$ cat src/rtl/gb_serial.sv
// gb_serial: link-port serial controller with the SB data register (0xFF01),
// the SC control register (0xFF02), an 8-bit MSB-first shifter, an internal
// clock divider and a synchronizer for an external serial clock.
module gb_serial #(
  parameter int CLK_DIV = 512
) (
  input  logic        clk,
  input  logic        reset,
  input  logic [15:0] addr_i,
  input  logic [7:0]  data_i,
  input  logic        wr_en,
  output logic [7:0]  data_o,
  output logic        data_oe,
  output logic        irq_serial,
  output logic        sout,
  input  logic        sin,
  output logic        sclk_o,
  input  logic        sclk_i
);

  localparam int DIV_W = $clog2(CLK_DIV);
  localparam logic [DIV_W-1:0] HALF_M1 = DIV_W'(CLK_DIV / 2 - 1);
  localparam logic [DIV_W-1:0] FULL_M1 = DIV_W'(CLK_DIV - 1);
  localparam logic [DIV_W-1:0] DIV_ONE = DIV_W'(1);
  localparam logic [DIV_W-1:0] DIV_ZERO = DIV_W'(0);

  typedef enum logic {
    IDLE  = 1'b0,
    SHIFT = 1'b1
  } state_t;

  state_t           state_r;
  state_t           state_s;
  logic [7:0]       sb_r;
  logic             sc7_r;
  logic             sc0_r;
  logic [2:0]       bit_cnt_r;
  logic [DIV_W-1:0] div_r;
  logic [1:0]       sync_r;
  logic             sync_prev_r;

  logic sel_sb_s;
  logic sel_sc_s;
  logic wr_sb_s;
  logic wr_sc_s;
  logic ext_fall_s;
  logic ext_rise_s;
  logic fall_s;
  logic rise_s;
  logic done_s;
  logic start_s;
  logic abort_s;

  // Decode CPU accesses, derive shift-clock events and the next FSM state.
  always_comb begin
    sel_sb_s   = (addr_i == 16'hFF01);
    sel_sc_s   = (addr_i == 16'hFF02);
    wr_sb_s    = wr_en & sel_sb_s;
    wr_sc_s    = wr_en & sel_sc_s;
    ext_fall_s = sync_prev_r & ~sync_r[1];
    ext_rise_s = ~sync_prev_r & sync_r[1];
    fall_s     = 1'b0;
    rise_s     = 1'b0;
    if (state_r == SHIFT) begin
      if (sc0_r) begin
        fall_s = (div_r == HALF_M1);
        rise_s = (div_r == FULL_M1);
      end else begin
        fall_s = ext_fall_s;
        rise_s = ext_rise_s;
      end
    end else begin
      fall_s = 1'b0;
      rise_s = 1'b0;
    end
    // The eighth shift takes priority over a simultaneous abort write.
    done_s  = rise_s & (bit_cnt_r == 3'd7);
    start_s = (state_r == IDLE) & wr_sc_s & data_i[7];
    abort_s = (state_r == SHIFT) & wr_sc_s & ~data_i[7] & ~done_s;
    state_s = state_r;
    case (state_r)
      IDLE: begin
        if (start_s) state_s = SHIFT;
        else         state_s = IDLE;
      end
      SHIFT: begin
        if (done_s || abort_s) state_s = IDLE;
        else                   state_s = SHIFT;
      end
      default: state_s = IDLE;
    endcase
  end

  // Read mux: register contents are visible combinationally (pre-edge values).
  always_comb begin
    data_o  = 8'hFF;
    data_oe = 1'b0;
    if (sel_sb_s) begin
      data_o  = sb_r;
      data_oe = 1'b1;
    end else if (sel_sc_s) begin
      data_o  = {sc7_r, 6'b111111, sc0_r};
      data_oe = 1'b1;
    end else begin
      data_o  = 8'hFF;
      data_oe = 1'b0;
    end
  end

  // FSM state register.
  always_ff @(posedge clk or negedge reset) begin
    if (!reset) state_r <= IDLE;
    else        state_r <= state_s;
  end

  // Two-flop synchronizer for sclk_i plus a delayed copy for edge detection.
  always_ff @(posedge clk or negedge reset) begin
    if (!reset) begin
      sync_r      <= 2'b11;
      sync_prev_r <= 1'b1;
    end else begin
      sync_r      <= {sync_r[0], sclk_i};
      sync_prev_r <= sync_r[1];
    end
  end

  // Registers, divider, bit counter, serial pins and the completion pulse.
  always_ff @(posedge clk or negedge reset) begin
    if (!reset) begin
      sb_r       <= 8'h00;
      sc7_r      <= 1'b0;
      sc0_r      <= 1'b0;
      bit_cnt_r  <= 3'd0;
      div_r      <= DIV_ZERO;
      sclk_o     <= 1'b1;
      sout       <= 1'b1;
      irq_serial <= 1'b0;
    end else begin
      irq_serial <= done_s;
      if (start_s) begin
        sc0_r     <= data_i[0];
        sc7_r     <= 1'b1;
        bit_cnt_r <= 3'd0;
        div_r     <= DIV_ZERO;
        sclk_o    <= 1'b1;
      end else if (state_r == IDLE) begin
        if (wr_sb_s) sb_r  <= data_i;
        if (wr_sc_s) sc0_r <= data_i[0];
      end else if (abort_s) begin
        // Abort keeps the partially shifted SB and parks the clock high.
        sc7_r     <= 1'b0;
        sc0_r     <= data_i[0];
        sclk_o    <= 1'b1;
        div_r     <= DIV_ZERO;
        bit_cnt_r <= 3'd0;
      end else begin
        if (div_r == FULL_M1) div_r <= DIV_ZERO;
        else                  div_r <= div_r + DIV_ONE;
        if (fall_s) begin
          sout   <= sb_r[7];
          sclk_o <= ~sc0_r;
        end
        if (rise_s) begin
          sb_r      <= {sb_r[6:0], sin};
          bit_cnt_r <= bit_cnt_r + 3'd1;
          sclk_o    <= 1'b1;
        end
        if (done_s) sc7_r <= 1'b0;
      end
    end
  end

endmodule

$ cat config.mk
export PLATFORM = sky130hd
export DESIGN_NAME = gb_serial
export DESIGN_NICKNAME = d
export VERILOG_FILES = /design/src/rtl/gb_serial.sv
export SDC_FILE = /design/constraint.sdc
export NUM_CORES = 1
export LEC_CHECK = 0
export CAP_MARGIN = 10
export CORE_ASPECT_RATIO = 0.9
export CORE_MARGIN = 3
export CORE_UTILIZATION = 32
export DETAILED_ROUTE_END_ITERATION = 7
export PLACE_DENSITY = 0.54
export RECOVER_POWER = 25
export SETUP_SLACK_MARGIN = 0.4
export SYNTH_ARGS = -nofsm -noshare
export SYNTH_HDL_FRONTEND = slang
export SYNTH_SLANG_ARGS = --single-unit
$ cat constraint.sdc
create_clock -name clk -period 3.3 [get_ports clk]
set_clock_uncertainty 0.2 [all_clocks]
set_input_delay 0.66 -clock clk [delete_from_list [all_inputs] [get_ports clk]]
set_output_delay 0.66 -clock clk [all_outputs]
set_load 0.02 [all_outputs]
After elaboration in Yosys (flattened, before gate mapping)
Cells that the tools add are included.

storage, ports and cells
  register bits after elaboration = 29
  input port bits = 29
  memories = 0
  ROM bits = 0
  latch bits = 0
  bits in writable memories = 0

cells by class
  order comparisons = 0
  div/mod/pow operators = 0
  bitwise logic cells = 18
  eq/ne operators = 8
  reductions and logical operators = 13
  add/sub/neg operators = 2
  $mul = 0
  shift operators = 0
  mux-type cells = 36

operators by type and width
  cell                    count
  $mux W8                 6
  $mux W9                 4
  $eq A16 B16 Y1 const B  2
  $mux W1                 21
  $mux W3                 4
  $and A1 B1 Y1           10
  $add A9 B1 Y9 const B   1
  $eq A9 B8 Y1 const B    1
  $eq A9 B9 Y1 const B    1
  $reduce_bool A3 Y1      3
  $not A1 Y1              8
  $reduce_and A2 Y1       4
  $reduce_and A4 Y1       2
  $reduce_bool A2 Y1      2
  $reduce_bool A4 Y1      1
  $add A3 B1 Y3 const B   1
  $eq A3 B3 Y1 const B    1
  $ne A3 B1 Y1 const B    1
  $ne A2 B1 Y1 const B    1
  $ne A2 B2 Y1 const B    1
  $pmux W1 S2             1
  $logic_or A1 B1 Y1      1

Longest topological paths before layout
  depth after elaboration = 10
  gate-level depth with buffers = 11
  depth with buffers taken out = 10

Least setup slack after synthesis
OpenSTA, ideal clock, no wires.

  path kind = input-to-reg
  start = in addr_i[3]
  end = reg div_r[6]
  setup slack = 0.409 ns
  buffers on the path = 1
  stages on the path = 6
  arrival = 2.567 ns
  required time = 2.976 ns
  cell sequence = or4_4 > or4_4 > o41ai_4 > buf_6 > nor3_2 > a211o_1

between the ends
  longest elaborated chain between the ends = 8
  elaborated cells on any way between the ends = 11
  those cells by class = eq/ne (1); mux (3); bitwise (6); reduce/logical (1)

RTL lines
  element                     line  RTL
  start, declared             9     input logic [15:0] addr_i,
  $eq A16 B16 Y1 *            57    sel_sc_s = (addr_i == 16'hFF02);
  $and A1 B1 Y1 *             59    wr_sc_s = wr_en & sel_sc_s;
  $and A1 B1 Y1 (3 in a row)  79    abort_s = (state_r == SHIFT) & wr_sc_s & ~data_i[7] & ~done_s;
  $mux W9                     149   end else if (abort_s) begin
  $mux W9                     146   end else if (state_r == IDLE) begin
  $mux W9                     140   if (start_s) begin
  end signal, assigned        158   else div_r <= div_r + DIV_ONE;
  end, declared               38    logic [DIV_W-1:0] div_r;

Mark *: on every way between the ends. The rest lies on a longest branch, timed or not. The select of a mux whose other input is x is not followed.
A chain may end at the register's enable or synchronous reset.

Worst setup path after layout
  start = in addr_i[4]
  end = out data_oe

between the ends
  longest elaborated chain between the ends = 3
  elaborated cells on any way between the ends = 4
  those cells by class = eq/ne (2); mux (2)

RTL lines
  element         line  RTL
  $eq A16 B16 Y1  57
  $mux W1         101   end else if (sel_sc_s) begin
  $mux W1 *       98    if (sel_sb_s) begin
  end, declared   13    output logic data_oe,

Mark *: on every way between the ends. The rest lies on a longest branch, timed or not.

==> reports/qor.csv <==
stage;metric;value;unit
run_status;status;complete, but fails checks;
run_status;failing checks;max-capacitance violations, max-slew violations;
routing;WL final;3910;µm
timing;Slew Viols, Final;30;
routing;DRT iter0 DRCs;52;
global_route;GRT Residual Overflow;0;
timing;Hold Fails Final Rpt;0;
routing;post-route ant nets;0;
pwr;sequential fraction of design power;0.493;
setup_path;WP data required;2.44;ns
global_route;largest net degree at the start of global routing;30;
layout;Synth-to-Final Area Change;47.7;%
synth;YS warnings;0;
floorplan;I/O Pins;41;
flow_run;max-cap violation count;1;
pwr;combinational fraction of design power;0.081;
timing;Tcrit/Tclk final;0.901;
synth;sequential cell area fraction in the yosys report;0.447;
synth;Synth Flop Type;dfrtp_1;
layout;share of layout cells above drive strength 1;0.385;
placement;Port-buffer cells;40;
clocking;Sink Count;29;
pwr;Sw Pwr;0.000157;W
clocking;H-tree depth;2;
timing;fmax;0.336;GHz
floorplan;Initial Utilization;0.334;
synth;Post-Synthesis Cells;156;
synth;Post-synth EDFFs;0;
routing;DRC errors left;0;
global_route;initial antenna violation count;0;
setup_path;launching point of the worst reg2reg path;div_r[1];
placement;Placer Congestion;0.809;
routing;via count;1377;
setup_path;Critical path origin;addr_i[4];
clocking;CTS clock-pin slew for the worst setup and hold paths;0.06;ns
pwr;sw frac;0.210;
routing;routed length per instance;13.7;µm
clocking;Root Buffer;clkbuf_8;
global_route;number of global-route vias before repair;1440;
setup_path;CP startpoint kind;primary input;
setup_path;path type of the worst setup path;primary input to output pin;
synth;count of cell types in the netlist;46;
clocking;Num CTS Buffers;5;
floorplan;core footprint;0.00489;mm²
routing;drt pass-1 iters;4;
synth;syn avg cell area;10.5;µm²
layout;diodes inserted;0;
clocking;clk_lat worst skew;0.28;ns
floorplan;Die H;73.8;µm
floorplan;Rows;24;
clocking;CTS tree;built;
synth;Async SR Flop Fraction;1.00;
placement;dpl hpwl;2940;µm
floorplan;Die Span X;81.4;µm
routing;vias per cell;4.81;
clocking;CTS Buffer Depth;2;
timing;final setup fails;0;
synth;#FFs+latches synth;29;
setup_path;peak fanout along the critical path;3;
timing;Slew Limit Headroom;-0.0493;
timing;worst-margin pin slew;1.57;ns
layout;final core utilization;0.494;
synth;Synthesized Nets;190;
synth;Synth Cell Area;0.00164;mm²
pwr;P_int;0.000590;W
setup_path;WP data arrival;2.11;ns
timing;RSZ-0062 raised after global routing;yes;
timing;fin crit period;2.97;ns
layout;nets@finish;254;
placement;placed instance count;273;
global_route;first-pass GRT wire length;6630;µm
min_path;HP Class;flip-flop to flip-flop;
pwr;clock network fraction of total power;0.425;
pwr;pwr dens;309;mW/mm²
pwr;VDD IR max;0.000250;V
clocking;Post-CTS Hold Buffers;0;
pwr;LEAKAGE;1.08;nW
floorplan;Die ar.;0.00601;mm²
layout;Post-Layout Cell Count;286;
min_path;Hold Crit Start;sync_r[0];
global_route;GRT Overall Usage;0.142;
setup_path;CP endpoint kind;output pin;
per-layer routing:
layer | share of wire | wire (µm) | global-route usage | up-vias
li1 | - | - | - | 683
met4 | 0.0087 | 34 | 0.0356 | 0
met1 | 0.42 | 1650 | 0.164 | 653
met2 | 0.49 | 1930 | 0.255 | 36
met3 | 0.076 | 298 | 0.0441 | 5
met5 | 0 | 0 | 0 | -
final cells by class:
type | instances | area (µm²)
Sequential cell | 29 | 732
Tap cell | 65 | 81.3
Multi-Input combinational cell | 117 | 935
Timing Repair Buffer | 61 | 546
Inverter | 6 | 22.5
Clock buffer | 7 | 96.3
Clock inverter | 1 | 5.00
Fill cell | 459 | 2480
critical path: stages:
cell	delay (ns)
buf_6	0.09
or4_4	0.54
or4_4	0.53
or2b_1	0.19
buf_6	0.11
final timing paths:
path | slack [ns] | end | depth (start not counted)
min reg2reg | 0.16 | sync_r[1] | 0
min in group asynchronous | 1.11 | bit_cnt_r[0] | 2
max reg2reg | 0.61 | div_r[6] | 12
min | 0.16 | sync_r[1] | 0
max | 0.33 | data_oe | 5
max in group asynchronous | 0.88 | div_r[6] | 2
registers in the layout, indices dropped and copies added (netlist names):
register,count
bit_cnt_r,3
div_r,9
irq_serial,1
sb_r,8
sc0_r,1
sc7_r,1
sclk_o,1
sout,1
state_r,1
sync_prev_r,1
sync_r,2
cells in the final DEF, fill, tap and decap left out, drive strengths merged, types with 2 or more instances in the layout:
master / count
buf: 36
o21ai: 5
a21oi: 6
a211o: 4
a21o: 2
nand4: 3
clkdlybuf4s50: 13
nor2: 12
dlygate4sd3: 2
ha: 5
clkbuf: 8
dfrtp: 24
or4: 2
nor3: 5
and3: 2
mux2: 14
dlygate4sd2: 8
nand2: 19
dfstp: 5
inv: 6
or4b: 2
mux2i: 5
nor3b: 2
nand3: 2
nor4: 2
nor2b: 2
a22oi: 2
nand2b: 7
Yosys cell counts, types with 2 or more instances:
cell type / number / area share
and3_1: 2 / 0.0076
nand3_1: 2 / 0.0061
dfstp_2: 5 / 0.080
ha_1: 5 / 0.038
clkbuf_1: 2 / 0.0046
mux2_2: 14 / 0.096
nand2b_1: 7 / 0.027
mux2i_1: 5 / 0.031
inv_1: 6 / 0.014
nor3_1: 4 / 0.012
dfrtp_1: 24 / 0.37
a21oi_1: 5 / 0.015
nor2_1: 11 / 0.025
nor3b_1: 2 / 0.0092
nor2b_1: 2 / 0.0076
or4_4: 2 / 0.014
o21ai_0: 5 / 0.015
nand4_1: 3 / 0.011
nand2_1: 19 / 0.044
a21o_1: 2 / 0.0092
a211o_1: 4 / 0.021
power by group through the flow:
stage	registers, W	logic (W)	clock network (W)
after floorplan	0.000374	0.0000182	0
after global placement	0.000375	0.0000639	0
after detailed placement	0.000375	0.0000653	0
after CTS	0.000369	0.0000614	0.000332
after global routing	0.000370	0.0000678	0.000348
final	0.000369	0.0000607	0.000318
logic make-up after synthesis:
group,Yosys count,synth area share
AO/OA/AOI/OAI,27,0.128
XOR/XNOR,2,0.0107
adder cells (fa/ha/maj),5,0.0382
buffers and inverters,10,0.0275
flip-flops,29,0.447
multiplexers,19,0.127
AND/OR/NAND/NOR,64,0.221
metrics by stage:
step	area, µm²	power, W	setup slack [ns]	setup TNS, ns	hold WS, ns
after floorplan	1640	0.000392	0.409	0	0.145
after global placement	2220	0.000439	-0.413	-4.12	0.146
after detailed placement	2220	0.000441	-0.419	-4.16	0.154
after CTS	2340	0.000763	0.292	0	0.162
after global routing	2420	0.000785	0.300	0	0.172
final	2420	0.000747	0.327	0	0.164
what timing repair did:
action / 4_1_cts / 5_1_grt
gates resized for setup: 96 / 14
endpoints found under the hold margin: 0 / 0
pin swaps: 9 / 6
gates cloned: 0 / 1
endpoints found under the setup margin: 25 / 21
buffers inserted: 2 / 2
Power figures use the tool's default switching activity.
